<file path="src/rtl/mips_ctrl_pkg.sv">
// Shared definitions for the multicycle MIPS32 controller: state encoding,
// opcode/funct constants, ALU control codes, mux select codes and error codes.
package mips_ctrl_pkg;

  typedef enum logic [3:0] {
    S_INIT   = 4'd0,
    S_FETCH  = 4'd1,
    S_DECODE = 4'd2,
    S_MEMADR = 4'd3,
    S_MEMRD  = 4'd4,
    S_MEMWB  = 4'd5,
    S_MEMWR  = 4'd6,
    S_EXEC   = 4'd7,
    S_ALUWB  = 4'd8,
    S_BRANCH = 4'd9,
    S_JUMP   = 4'd10,
    S_ADDIEX = 4'd11,
    S_ADDIWB = 4'd12,
    S_TRAP   = 4'd13
  } state_t;

  // Opcodes, IR[31:26]
  localparam logic [5:0] OP_RTYPE = 6'b000000;
  localparam logic [5:0] OP_LW    = 6'b100011;
  localparam logic [5:0] OP_SW    = 6'b101011;
  localparam logic [5:0] OP_BEQ   = 6'b000100;
  localparam logic [5:0] OP_J     = 6'b000010;
  localparam logic [5:0] OP_ADDI  = 6'b001000;

  // R-type funct field, IR[5:0]
  localparam logic [5:0] FN_ADD = 6'b100000;
  localparam logic [5:0] FN_SUB = 6'b100010;
  localparam logic [5:0] FN_AND = 6'b100100;
  localparam logic [5:0] FN_OR  = 6'b100101;
  localparam logic [5:0] FN_SLT = 6'b101010;

  // ALU control codes
  localparam logic [2:0] ALU_ADD = 3'b010;
  localparam logic [2:0] ALU_SUB = 3'b110;
  localparam logic [2:0] ALU_AND = 3'b000;
  localparam logic [2:0] ALU_OR  = 3'b001;
  localparam logic [2:0] ALU_SLT = 3'b111;

  // PC source select
  localparam logic [1:0] PCSRC_ALU    = 2'b00;
  localparam logic [1:0] PCSRC_ALUOUT = 2'b01;
  localparam logic [1:0] PCSRC_JUMP   = 2'b10;

  // ALU operand B select
  localparam logic [1:0] SRCB_RT     = 2'b00;
  localparam logic [1:0] SRCB_FOUR   = 2'b01;
  localparam logic [1:0] SRCB_IMM    = 2'b10;
  localparam logic [1:0] SRCB_IMMSH2 = 2'b11;

  // Sticky error codes
  localparam logic [1:0] ERR_NONE    = 2'b00;
  localparam logic [1:0] ERR_ILLEGAL = 2'b01;
  localparam logic [1:0] ERR_TIMEOUT = 2'b10;

  // States in which the controller waits on the memory handshake
  function automatic logic is_mem_wait(input state_t s);
    return (s == S_FETCH) || (s == S_MEMRD) || (s == S_MEMWR);
  endfunction

endpackage

</file>
<file path="src/rtl/control_multiciclo_if.sv">
// Controller <-> datapath bundle: decoded IR fields, flags, memory handshake
// and every datapath strobe/mux select the controller produces.
interface control_multiciclo_if;
  logic [5:0]  instruccion;
  logic [5:0]  CampoFuncion;
  logic        zero;
  logic        mem_ready;
  logic        pc_write;
  logic [1:0]  pc_src;
  logic        IorD;
  logic        LeerMem;
  logic        EscrMem;
  logic        ir_write;
  logic        RegDest;
  logic        MemaReg;
  logic        EscrReg;
  logic        alu_src_a;
  logic [1:0]  alu_src_b;
  logic [2:0]  controldeALU;
  logic [1:0]  error;
  logic [31:0] retired_cnt;

  // The controller side
  modport master (
    input  instruccion, CampoFuncion, zero, mem_ready,
    output pc_write, pc_src, IorD, LeerMem, EscrMem, ir_write, RegDest,
           MemaReg, EscrReg, alu_src_a, alu_src_b, controldeALU, error,
           retired_cnt
  );

  // The datapath side
  modport slave (
    output instruccion, CampoFuncion, zero, mem_ready,
    input  pc_write, pc_src, IorD, LeerMem, EscrMem, ir_write, RegDest,
           MemaReg, EscrReg, alu_src_a, alu_src_b, controldeALU, error,
           retired_cnt
  );
endinterface

</file>
<file path="src/rtl/alu_func_dec.sv">
// R-type funct decoder: maps funct to an ALU control code and flags whether
// the funct is one the datapath supports.
import mips_ctrl_pkg::*;

module alu_func_dec (
  input  logic [5:0] funct_i,
  output logic [2:0] alu_ctrl_o,
  output logic       funct_valid_o
);

  // Pure lookup; unsupported functs fall back to add and are flagged invalid
  always_comb begin
    alu_ctrl_o    = ALU_ADD;
    funct_valid_o = 1'b1;
    case (funct_i)
      FN_ADD:  alu_ctrl_o = ALU_ADD;
      FN_SUB:  alu_ctrl_o = ALU_SUB;
      FN_AND:  alu_ctrl_o = ALU_AND;
      FN_OR:   alu_ctrl_o = ALU_OR;
      FN_SLT:  alu_ctrl_o = ALU_SLT;
      default: funct_valid_o = 1'b0;
    endcase
  end

endmodule

</file>
<file path="src/rtl/control_multiciclo.sv">
// Multicycle MIPS32 controller: Moore sequencer for fetch/decode/execute with
// a memory-ready handshake, timeout trap and illegal-instruction trap.
// Optional retired-instruction counter enabled by CONTROL_MULTICICLO_PERF_EN.
import mips_ctrl_pkg::*;

module control_multiciclo #(
  parameter int MEM_TIMEOUT = 16
) (
  input logic           clk,
  input logic           rst_n,
  control_multiciclo_if.master bus
);

  localparam logic [7:0] WAIT_LAST = 8'(MEM_TIMEOUT - 1);

  state_t     state_q, state_d;
  logic [1:0] err_q, err_d;
  logic [7:0] wait_q, wait_d;

  logic [2:0] fn_alu;
  logic       fn_valid;

  alu_func_dec u_func_dec (
    .funct_i       (bus.CampoFuncion),
    .alu_ctrl_o    (fn_alu),
    .funct_valid_o (fn_valid)
  );

  // Next state, sticky error and memory-wait counter
  always_comb begin
    state_d = state_q;
    err_d   = err_q;
    case (state_q)
      S_INIT:   state_d = S_FETCH;
      S_FETCH: begin
        if (bus.mem_ready) begin
          state_d = S_DECODE;
        end else if (wait_q == WAIT_LAST) begin
          state_d = S_TRAP;
          err_d   = ERR_TIMEOUT;
        end
      end
      S_DECODE: begin
        case (bus.instruccion)
          OP_LW, OP_SW: state_d = S_MEMADR;
          OP_BEQ:       state_d = S_BRANCH;
          OP_J:         state_d = S_JUMP;
          OP_ADDI:      state_d = S_ADDIEX;
          OP_RTYPE: begin
            if (fn_valid) begin
              state_d = S_EXEC;
            end else begin
              state_d = S_TRAP;
              err_d   = ERR_ILLEGAL;
            end
          end
          default: begin
            state_d = S_TRAP;
            err_d   = ERR_ILLEGAL;
          end
        endcase
      end
      S_MEMADR: state_d = (bus.instruccion == OP_LW) ? S_MEMRD : S_MEMWR;
      S_MEMRD, S_MEMWR: begin
        if (bus.mem_ready) begin
          state_d = (state_q == S_MEMRD) ? S_MEMWB : S_FETCH;
        end else if (wait_q == WAIT_LAST) begin
          state_d = S_TRAP;
          err_d   = ERR_TIMEOUT;
        end
      end
      S_MEMWB:  state_d = S_FETCH;
      S_EXEC:   state_d = S_ALUWB;
      S_ALUWB:  state_d = S_FETCH;
      S_ADDIEX: state_d = S_ADDIWB;
      S_ADDIWB: state_d = S_FETCH;
      S_BRANCH: state_d = S_FETCH;
      S_JUMP:   state_d = S_FETCH;
      S_TRAP:   state_d = S_TRAP;
      default:  state_d = S_TRAP;
    endcase

    // Counter restarts whenever the state changes, so each wait state starts at 0
    if (state_d != state_q) begin
      wait_d = 8'd0;
    end else if (is_mem_wait(state_q) && !bus.mem_ready) begin
      wait_d = wait_q + 8'd1;
    end else begin
      wait_d = wait_q;
    end
  end

  // State, error and wait counter registers
  always_ff @(posedge clk or negedge rst_n) begin
    if (!rst_n) begin
      state_q <= S_INIT;
      err_q   <= ERR_NONE;
      wait_q  <= 8'd0;
    end else begin
      state_q <= state_d;
      err_q   <= err_d;
      wait_q  <= wait_d;
    end
  end

  // Datapath strobes and selects decoded from the current state
  always_comb begin
    bus.pc_write     = 1'b0;
    bus.pc_src       = PCSRC_ALU;
    bus.IorD         = 1'b0;
    bus.LeerMem      = 1'b0;
    bus.EscrMem      = 1'b0;
    bus.ir_write     = 1'b0;
    bus.RegDest      = 1'b0;
    bus.MemaReg      = 1'b0;
    bus.EscrReg      = 1'b0;
    bus.alu_src_a    = 1'b0;
    bus.alu_src_b    = SRCB_RT;
    bus.controldeALU = 3'b000;
    case (state_q)
      S_FETCH: begin
        bus.LeerMem      = 1'b1;
        bus.alu_src_b    = SRCB_FOUR;
        bus.controldeALU = ALU_ADD;
        bus.pc_src       = PCSRC_ALU;
        bus.ir_write     = bus.mem_ready;
        bus.pc_write     = bus.mem_ready;
      end
      S_DECODE: begin
        bus.alu_src_b    = SRCB_IMMSH2;
        bus.controldeALU = ALU_ADD;
      end
      S_MEMADR, S_ADDIEX: begin
        bus.alu_src_a    = 1'b1;
        bus.alu_src_b    = SRCB_IMM;
        bus.controldeALU = ALU_ADD;
      end
      S_MEMRD: begin
        bus.LeerMem = 1'b1;
        bus.IorD    = 1'b1;
      end
      S_MEMWB: begin
        bus.EscrReg = 1'b1;
        bus.MemaReg = 1'b1;
      end
      S_MEMWR: begin
        bus.EscrMem = 1'b1;
        bus.IorD    = 1'b1;
      end
      S_EXEC: begin
        bus.alu_src_a    = 1'b1;
        bus.alu_src_b    = SRCB_RT;
        bus.controldeALU = fn_alu;
      end
      S_ALUWB: begin
        bus.EscrReg = 1'b1;
        bus.RegDest = 1'b1;
      end
      S_ADDIWB: bus.EscrReg = 1'b1;
      S_BRANCH: begin
        bus.alu_src_a    = 1'b1;
        bus.alu_src_b    = SRCB_RT;
        bus.controldeALU = ALU_SUB;
        bus.pc_src       = PCSRC_ALUOUT;
        bus.pc_write     = bus.zero;
      end
      S_JUMP: begin
        bus.pc_src   = PCSRC_JUMP;
        bus.pc_write = 1'b1;
      end
      default: ;
    endcase
  end

  assign bus.error = err_q;

`ifdef CONTROL_MULTICICLO_PERF_EN
  logic [31:0] retired_q;
  logic        retire_now;

  // An instruction retires on its last cycle; traps never count
  always_comb begin
    retire_now = 1'b0;
    case (state_q)
      S_MEMWB, S_ALUWB, S_ADDIWB, S_BRANCH, S_JUMP: retire_now = 1'b1;
      S_MEMWR: retire_now = bus.mem_ready;
      default: retire_now = 1'b0;
    endcase
  end

  // Free-running retired counter, wraps naturally at 32 bits
  always_ff @(posedge clk or negedge rst_n) begin
    if (!rst_n) begin
      retired_q <= 32'd0;
    end else if (retire_now) begin
      retired_q <= retired_q + 32'd1;
    end
  end

  assign bus.retired_cnt = retired_q;
`else
  assign bus.retired_cnt = 32'd0;
`endif

endmodule

</file>
<file path="src/flat_wrapper.sv">
// flat-port wrapper written by rule: the top's interface ports become plain ports
module control_multiciclo_flat 
#(
  parameter int MEM_TIMEOUT = 16
)
  (clk, rst_n, bus_instruccion, bus_CampoFuncion, bus_zero, bus_mem_ready, bus_pc_write, bus_pc_src, bus_IorD, bus_LeerMem, bus_EscrMem, bus_ir_write, bus_RegDest, bus_MemaReg, bus_EscrReg, bus_alu_src_a, bus_alu_src_b, bus_controldeALU, bus_error, bus_retired_cnt);
  control_multiciclo_if bus_i ();
  input logic clk;
  input logic rst_n;
  input wire logic [$bits(bus_i.instruccion)-1:0] bus_instruccion;
  input wire logic [$bits(bus_i.CampoFuncion)-1:0] bus_CampoFuncion;
  input wire logic [$bits(bus_i.zero)-1:0] bus_zero;
  input wire logic [$bits(bus_i.mem_ready)-1:0] bus_mem_ready;
  output wire logic [$bits(bus_i.pc_write)-1:0] bus_pc_write;
  output wire logic [$bits(bus_i.pc_src)-1:0] bus_pc_src;
  output wire logic [$bits(bus_i.IorD)-1:0] bus_IorD;
  output wire logic [$bits(bus_i.LeerMem)-1:0] bus_LeerMem;
  output wire logic [$bits(bus_i.EscrMem)-1:0] bus_EscrMem;
  output wire logic [$bits(bus_i.ir_write)-1:0] bus_ir_write;
  output wire logic [$bits(bus_i.RegDest)-1:0] bus_RegDest;
  output wire logic [$bits(bus_i.MemaReg)-1:0] bus_MemaReg;
  output wire logic [$bits(bus_i.EscrReg)-1:0] bus_EscrReg;
  output wire logic [$bits(bus_i.alu_src_a)-1:0] bus_alu_src_a;
  output wire logic [$bits(bus_i.alu_src_b)-1:0] bus_alu_src_b;
  output wire logic [$bits(bus_i.controldeALU)-1:0] bus_controldeALU;
  output wire logic [$bits(bus_i.error)-1:0] bus_error;
  output wire logic [$bits(bus_i.retired_cnt)-1:0] bus_retired_cnt;
  assign bus_i.instruccion = bus_instruccion;
  assign bus_i.CampoFuncion = bus_CampoFuncion;
  assign bus_i.zero = bus_zero;
  assign bus_i.mem_ready = bus_mem_ready;
  assign bus_pc_write = bus_i.pc_write;
  assign bus_pc_src = bus_i.pc_src;
  assign bus_IorD = bus_i.IorD;
  assign bus_LeerMem = bus_i.LeerMem;
  assign bus_EscrMem = bus_i.EscrMem;
  assign bus_ir_write = bus_i.ir_write;
  assign bus_RegDest = bus_i.RegDest;
  assign bus_MemaReg = bus_i.MemaReg;
  assign bus_EscrReg = bus_i.EscrReg;
  assign bus_alu_src_a = bus_i.alu_src_a;
  assign bus_alu_src_b = bus_i.alu_src_b;
  assign bus_controldeALU = bus_i.controldeALU;
  assign bus_error = bus_i.error;
  assign bus_retired_cnt = bus_i.retired_cnt;
  control_multiciclo #(.MEM_TIMEOUT(MEM_TIMEOUT)) u_core (.clk(clk), .rst_n(rst_n), .bus(bus_i));
endmodule
</file>
<file path="config.mk">
export PLATFORM = sky130hd
export DESIGN_NAME = control_multiciclo_flat
export DESIGN_NICKNAME = d
export VERILOG_FILES = /design/src/rtl/mips_ctrl_pkg.sv /design/src/rtl/control_multiciclo_if.sv /design/src/rtl/alu_func_dec.sv /design/src/rtl/control_multiciclo.sv /design/src/flat_wrapper.sv
export SDC_FILE = /design/constraint.sdc
export NUM_CORES = 1
export LEC_CHECK = 0
export CAP_MARGIN = 15
export CORE_MARGIN = 2
export CORE_UTILIZATION = 43
export DETAILED_ROUTE_END_ITERATION = 8
export GPL_TIMING_DRIVEN = 0
export HOLD_SLACK_MARGIN = 0.02
export PLACE_DENSITY = 0.82
export SLEW_MARGIN = 20
export SYNTH_ARGS = -nofsm -noshare
export SYNTH_HDL_FRONTEND = slang
export SYNTH_SLANG_ARGS = --single-unit
export TNS_END_PERCENT = 30
</file>
<file path="constraint.sdc">
create_clock -name clk -period 2.4 [get_ports clk]
set_input_delay 0.48 -clock clk [delete_from_list [all_inputs] [get_ports clk]]
set_output_delay 0.48 -clock clk [all_outputs]
set_load 0.05 [all_outputs]
</file>
==> results by group, run 1 <==
Synthesis
  • Most common cell in the netlist: buf_4
  • Most used DFF post-synth: dfrtp_1
  • Synth warnings: 0
  • Cell area after synthesis: 1530 um^2
  • Mapped Cells: 193
  • Yosys top cell area share: 22.9%
  • Synth top cells by count: buf_4 (34), nor2_1 (18), nor3_1 (17), nand2_1 (16), dfrtp_1 (14)
  • Number of synthesized flops with an enable pin: 0
  • Netlist cell types: 54
  • Synth area leader: dfrtp_1
  • Flops & latches, synth: 14
  • Post-synthesis average cell area: 7.93 um^2
  • Synth area leaders: dfrtp_1 (23%), buf_4 (17%), nor3_1 (5.6%), nor2_1 (4.4%), nand2_1 (3.9%)
  • Share of flip-flops with an asynchronous set or reset: 100%
  • Seq/Total Area, Yosys: 22.9%

Finish
  • Proportion of layout cells with a drive suffix above 1: 26.1%
  • Final Util: 61.2%
  • Antenna Cells: 0
  • Nets@finish: 279
  • Fin cells: 307
  • Area growth syn-to-layout: 35.6%

GRT
  • Antenna violations before repair: 0
  • Largest net degree at the start of global routing: 15
  • Total track usage: 16.8%
  • GRT overflow: 0
  • Number of global-route vias before repair: 1318
  • First-pass GRT wire length: 5620 um

Worst setup path
  • R2r setup slk: 0.31 ns
  • Crit path launch: u_core.state_q[2]$_DFF_PN0_
  • CP Capture Type: output pin
  • Reg-to-Reg End: u_core.wait_q[1]$_DFFE_PN0P_
  • CP Launch Type: register
  • R2R depth: 5
  • WP data required: 1.92 ns
  • WP data arrival: 1.85 ns
  • Critical Path Fanout Max: 10
  • WS Path Type: reg2out
  • Reg-to-reg startpoint: u_core.wait_q[5]$_DFFE_PN0P_

Floorplan
  • FP Rows: 21
  • Die X: 63.7 um
  • Die area: 4050 um^2
  • # IOs: 66
  • Starting Density: 45.1%
  • Core Region: 3390 um^2
  • DIE HEIGHT: 63.7 um

Hold path
  • WHS Endpoint: u_core.bus.error[0]$_DFFE_PN0P_
  • Hold Crit Class: reg2reg
  • Min-delay src: u_core.bus.error[0]$_DFFE_PN0P_
  • Hold Path Depth: 1

Drt
  • DR iter-0 viols: 89
  • Pre-antenna DRT Iters: 4
  • Via count: 1494
  • DRT Wirelength: 3410 um
  • Detail Route Antenna Nets: 0
  • Vias/cell: 4.87
  • Drt drc: 0
  • Post-DR wirelength/cell: 11.1 um

Clocking
  • CTS max path bufs: 2
  • Root Driver: clkbuf_4
  • CTS tree: built
  • Clock latency on the worst-skew pair: 0.27 ns
  • Postcts setup bufs: 0
  • CTS sink cnt: 14
  • H-tree levels: 1
  • Clock transition at path regs: 0.08 ns
  • TritonCTS buffer count: 3

Timing
  • Maximum clock rate: 0.428 GHz
  • Tcrit/Tclk final: 97.3%
  • Worst Skew: 0.000835 ns
  • Final setup TNS: 0 ns
  • Fin crit period: 2.33 ns
  • Final WS setup: 0.0659 ns
  • Pins over their slew limit: 0
  • Final hold vios: 0
  • Final setup viols: 0
  • Slew Limit Headroom: 51.2%
  • Worst slew pin tran: 0.730 ns
  • RSZ-0062 raised after global routing: true

Placed design
  • Dpl ws: -0.549 ns
  • Placer Congestion: 0.927
  • Placed Cells: 303
  • HPWL Detailed: 2740 um
  • PortBufs: 33

Pwr
  • Leak: 0.943 nW
  • Tot Pwr: 2.07 mW
  • Power per cell area: 999 nW/um^2
  • Peak VDD IR: 316 uV

Job
  • Max-Cap Viols: 0

Outcome
  • Status: finished clean
worst max-delay path: stages, from the launching register on:
cell and delay [ns]:
dfrtp_1 0.41, buf_4 0.18, nand2b_1 0.18, nor2b_1 0.14, nor3_1 0.14, clkdlybuf4s15_1 0.52
registers in the layout, indices dropped and copies added (netlist names):
name,cells
u_core.state_q,4
u_core.wait_q,8
u_core.bus.error,2
kinds of logic after synthesis:
| family | Yosys count | share of synthesized area, % |
|---|---|---|
| AND/OR/NAND/NOR | 83 | 28.5 |
| buffers and inverters | 43 | 19.5 |
| multiplexers | 2 | 1.31 |
| other | 1 | 0.245 |
| AO/OA/AOI/OAI | 40 | 21.4 |
| XOR/XNOR | 7 | 4.01 |
| adder cells (fa/ha/maj) | 3 | 2.13 |
| flip-flops | 14 | 22.9 |
timing repair:
| action | CTS | global route |
|---|---|---|
| setup endpoints to repair | 16 | 15 |
| hold buffers | 0 | 0 |
| gates resized for setup | 39 | 17 |
final cells by class:
class / instances / area [um^2]
Inverter: 4 / 15.0
Sequential cell: 14 / 350
Timing Repair Buffer: 33 / 313
Tap cell: 46 / 57.6
Buffer: 39 / 285
Multi-Input combinational cell: 167 / 1020
Clock buffer: 4 / 36.3
Fill cell: 321 / 1310
report_power, final:
| part | internal [mW] | total, mW | switching [mW] |
|---|---|---|---|
| Sequential | 0.275 | 0.308 | 0.0329 |
| Combinational | 0.500 | 1.60 | 1.10 |
| Clock | 0.0922 | 0.166 | 0.0733 |
| Total | 0.867 | 2.07 | 1.21 |
routing by layer:
metal | track usage (%) | share of wire, % | vias up
li1 | - | - | 773
met1 | 21.8 | 46 | 659
met3 | 3.21 | 6.8 | 4
met5 | 0 | 0 | -
met4 | 2.72 | 1.1 | 0
met2 | 29.1 | 46 | 58
placed cells by master, fill, tap and decap left out, drive strengths merged, types with 3 or more instances in the layout:
| master | Yosys | routed |
|---|---|---|
| a2111oi | 3 | 3 |
| nand2 | 16 | 16 |
| dlygate4sd2 | 0 | 5 |
| nor4 | 5 | 5 |
| nand3 | 4 | 4 |
| o21ai | 10 | 10 |
| nand2b | 6 | 6 |
| a21oi | 6 | 6 |
| clkdlybuf4s15 | 0 | 6 |
| clkbuf | 2 | 9 |
| o22ai | 3 | 3 |
| or2 | 3 | 3 |
| dfrtp | 14 | 14 |
| buf | 37 | 39 |
| clkdlybuf4s50 | 0 | 16 |
| nor2 | 18 | 18 |
| nor2b | 3 | 3 |
| nor3 | 17 | 17 |
| xnor2 | 6 | 6 |
| conb | 1 | 32 |
worst max-delay path by stage:
stage                           to  slack (ns)  cells past startpoint
2_1_floorplan          bus_RegDest       -0.04                      4
3_3_place_gp   bus_controldeALU[2]       -0.53                      6
3_5_place_dp   bus_controldeALU[2]       -0.55                      6
4_1_cts        bus_controldeALU[2]       -0.25                      6
5_1_grt                bus_LeerMem       -0.03                      5
6_report               bus_LeerMem        0.07                      5
through the flow:
step / area [um^2] / hold WS [ns]
final: 2080 / 0.506
after global routing: 2080 / 0.542
after CTS: 2070 / 0.508
after detailed placement: 2040 / 0.475
after global placement: 2040 / 0.478
after floorplan: 1660 / 0.184
Power figures use the tool's default switching activity.
==> inputs of run 2 (changes only) <==
--- a/config.mk
+++ b/config.mk
@@ -9,6 +9,7 @@
 export CORE_MARGIN = 2
 export CORE_UTILIZATION = 43
 export DETAILED_ROUTE_END_ITERATION = 8
+export GPL_ROUTABILITY_DRIVEN = 0
 export GPL_TIMING_DRIVEN = 0
 export HOLD_SLACK_MARGIN = 0.02
 export PLACE_DENSITY = 0.82
==> results of run 2 <==
The final DEF is identical to that of run 1; final timing and power are the same.
==> inputs of run 3 (changes only) <==
--- a/config.mk
+++ b/config.mk
@@ -7,12 +7,12 @@
 export LEC_CHECK = 0
 export CAP_MARGIN = 15
 export CORE_MARGIN = 2
-export CORE_UTILIZATION = 43
+export CORE_UTILIZATION = 46
 export DETAILED_ROUTE_END_ITERATION = 8
 export GPL_ROUTABILITY_DRIVEN = 0
 export GPL_TIMING_DRIVEN = 0
 export HOLD_SLACK_MARGIN = 0.02
-export PLACE_DENSITY = 0.82
+export PLACE_DENSITY = 0.87
 export SLEW_MARGIN = 20
 export SYNTH_ARGS = -nofsm -noshare
 export SYNTH_HDL_FRONTEND = slang
==> constraint.sdc (replaced) <==
create_clock -name clk -period 2.7 [get_ports clk]
set_input_delay 0.54 -clock clk [delete_from_list [all_inputs] [get_ports clk]]
set_output_delay 0.54 -clock clk [all_outputs]
set_load 0.05 [all_outputs]
==> run 3 against run 2 <==
  * Flip-flop and latch count unchanged
  * Worst setup slack gained 0.064 ns
  * First-iteration DRC count down 31%
  * Worst hold slack worse by 0.0066 ns
  * Critical endpoint is now bus_controldeALU[1]
==> results by group, run 3 (synthesized netlist as in run 1, its figures left out) <==
Worst setup path
  • CP Capture Type: output pin (unchanged)
  • WP data arrival: 2.03 ns (was 1.85 ns)
  • CP max stage cell: dlygate4sd2_1 (was clkdlybuf4s15_1)
  • Most frequent CP cell: nand2_1
  • Cell family with most CP delay: buffers and inverters (unchanged)
  • Critical Path Fanout Max: 5 (was 10)
  • WS Path Type: in2out (was reg2out)
  • R2R depth: 5 (unchanged)
  • Worst path max stage delay: 0.55 ns (was 0.52 ns)
  • WP data required: 2.16 ns (was 1.92 ns)
  • CP Launch Type: input port (was register)
  • Cell chain of the critical path: clkdlybuf4s50_1 -> nor3b_1 -> nand2_1 -> nand2_1 -> a22oi_1 -> dlygate4sd2_1 (was buf_4 -> nand2b_1 -> nor2b_1 -> nor3_1 -> clkdlybuf4s15_1)
  • Buffers & Inverters on Critical Path: 2 (unchanged)
  • Critical Path Stages: 6 (was 5)

Placed design
  • HPWL Detailed: 2780 um (was 2740 um)
  • PortBufs: 33 (unchanged)
  • Placed Cells: 301 (was 303)
  • Dpl ws: -0.365 ns (was -0.549 ns)

Pwr
  • Peak VDD IR: 321 uV (was 316 uV)
  • Leak: 0.964 nW (was 0.943 nW)
  • Power per cell area: 892 nW/um^2 (was 999 nW/um^2)
  • Tot Pwr: 1.84 mW (was 2.07 mW)

Timing
  • Worst Skew: 0.00210 ns (was 0.000835 ns)
  • Slew Limit Headroom: 32.5% (was 51.2%)
  • Pins over their slew limit: 0 (unchanged)
  • Maximum clock rate: 0.389 GHz
  • RSZ-0062 raised after global routing: false (was true)
  • Final WS setup: 0.130 ns (was 0.0659 ns)
  • Worst slew pin tran: 0.987 ns (was 0.730 ns)
  • Hold_ws: 0.499 ns (was 0.506 ns)
  • Final setup viols: 0 (unchanged)
  • Tcrit/Tclk final: 95.2%
  • Fin crit period: 2.57 ns
  • Final hold vios: 0 (unchanged)

Drt
  • DR iter-0 viols: 61 (was 89)
  • DRT Wirelength: 3510 um (was 3410 um)
  • Pre-antenna DRT Iters: 4 (unchanged)
  • Vias/cell: 4.99 (was 4.87)
  • Drt drc: 0 (unchanged)
  • Detail Route Antenna Nets: 0 (unchanged)
  • Via count: 1521 (was 1494)
  • Post-DR wirelength/cell: 11.5 um (was 11.1 um)

Finish
  • Nets@finish: 279 (unchanged)
  • Proportion of layout cells with a drive suffix above 1: 21.5% (was 26.1%)
  • Top reg by flops: u_core.wait_q (unchanged)
  • Area growth syn-to-layout: 34.7% (was 35.6%)
  • Antenna Cells: 0 (unchanged)
  • Most frequent cells in the layout: buf_4 (34), conb_1 (32), clkdlybuf4s50_1 (19) (was buf_4 (34), conb_1 (32))
  • Fin cells: 305 (was 307)
  • Final Util: 66.4% (was 61.2%)
  • Fillcell total: 290 (was 321)
  • Commonest non-fill, non-tap cell in the layout: buf_4 (unchanged)
  • Number of flip-flops under the largest register name: 8 (unchanged)

Floorplan
  • Die area: 3800 um^2 (was 4050 um^2)
  • Starting Density: 49.3% (was 45.1%)
  • Die X: 61.7 um (was 63.7 um)
  • Core Region: 3100 um^2 (was 3390 um^2)
  • # IOs: 66 (unchanged)
  • DIE HEIGHT: 61.7 um (was 63.7 um)
  • FP Rows: 20 (was 21)

Clocking
  • Postcts setup bufs: 0 (unchanged)
  • H-tree levels: 1 (unchanged)
  • TritonCTS buffer count: 3 (unchanged)
  • CTS sink cnt: 14 (unchanged)
  • Clock latency on the worst-skew pair: 0.28 ns (was 0.27 ns)
  • CTS tree: built (unchanged)
  • CTS max path bufs: 2 (unchanged)
  • Root Driver: clkbuf_4 (unchanged)
  • Clock transition at path regs: 0.08 ns (about the same)
  • # hold bufs at CTS: 0 (unchanged)

Job
  • Max-Cap Viols: 0 (unchanged)

Hold path
  • Hold Path Depth: 1 (unchanged)
  • Hold Crit Class: reg2reg (unchanged)

GRT
  • GRT overflow: 0 (unchanged)
  • Largest net degree at the start of global routing: 15 (unchanged)
  • First-pass GRT wire length: 5520 um (was 5620 um)
  • Total track usage: 19.2% (was 16.8%)
  • Number of global-route vias before repair: 1252 (was 1318)
  • Antenna violations before repair: 0 (unchanged)

Outcome
  • Status: finished clean (unchanged)
run 3: cell count changes in the layout (fill, tap and decap cells not counted), sizes merged:
| cell | previous run | this run |
|---|---|---|
| buf | 39 | 37 |
| clkbuf | 9 | 8 |
| clkdlybuf4s15 | 6 | 1 |
| clkdlybuf4s50 | 16 | 19 |
| dlygate4sd2 | 5 | 9 |
| dlymetal6s2s | 1 | 2 |
run 3: path summary, 6_finish.rpt:
kind	from	endpoint	slack, ns
min in group asynchronous	rst_n	u_core.wait_q[3]$_DFFE_PN0P_	0.63
setup reg to reg	u_core.wait_q[5]$_DFFE_PN0P_	u_core.wait_q[7]$_DFFE_PN0P_	0.58
hold reg to reg	u_core.bus.error[0]$_DFFE_PN0P_	u_core.bus.error[0]$_DFFE_PN0P_	0.50
hold / removal	u_core.bus.error[0]$_DFFE_PN0P_	u_core.bus.error[0]$_DFFE_PN0P_	0.50
max in group asynchronous	rst_n	u_core.state_q[3]$_DFF_PN0_	1.68
setup / recovery	bus_CampoFuncion[1]	bus_controldeALU[1]	0.13
run 3: where the power goes:
part | total [mW] | switching (mW) | internal [mW]
clock | 0.152 | 0.0701 | 0.0822
combinational | 1.41 | 0.971 | 0.442
sequential | 0.274 | 0.0297 | 0.244
run 3: routing by layer:
layer | vias up | part of all wire, % | wire (um) | global-route usage (%)
met3 | 13 | 7.0 | 245 | 3.78
met2 | 65 | 46 | 1610 | 29.8
met4 | 0 | 2.5 | 88 | 7.60
met1 | 662 | 45 | 1570 | 26.3
met5 | - | 0 | 0 | 0
li1 | 781 | - | - | -
run 3: through the flow:
step	setup TNS (ns)	instance area, um^2
6_report	0	2060
5_1_grt	0	2060
4_1_cts	0	2060
3_3_place_gp	-1.12	2040
3_5_place_dp	-1.16	2040
2_1_floorplan	0	1650
run 3: area by class of cell:
| type | count | area [um^2] | share of cell area [%] |
|---|---|---|---|
| Clock buffer | 4 | 36.3 | 1.76 |
| Multi-Input combinational cell | 167 | 1000 | 48.8 |
| Sequential cell | 14 | 350 | 17.0 |
| Buffer | 39 | 284 | 13.8 |
| Timing Repair Buffer | 33 | 315 | 15.3 |
| Tap cell | 44 | 55.1 | 2.67 |
| Inverter | 4 | 15.0 | 0.729 |
run 3: what timing repair did:
action                                  in CTS  in global routing
hold endpoints to repair                     0                  0
endpoints found under the setup margin      12                  5
gates resized for setup                     16                  6
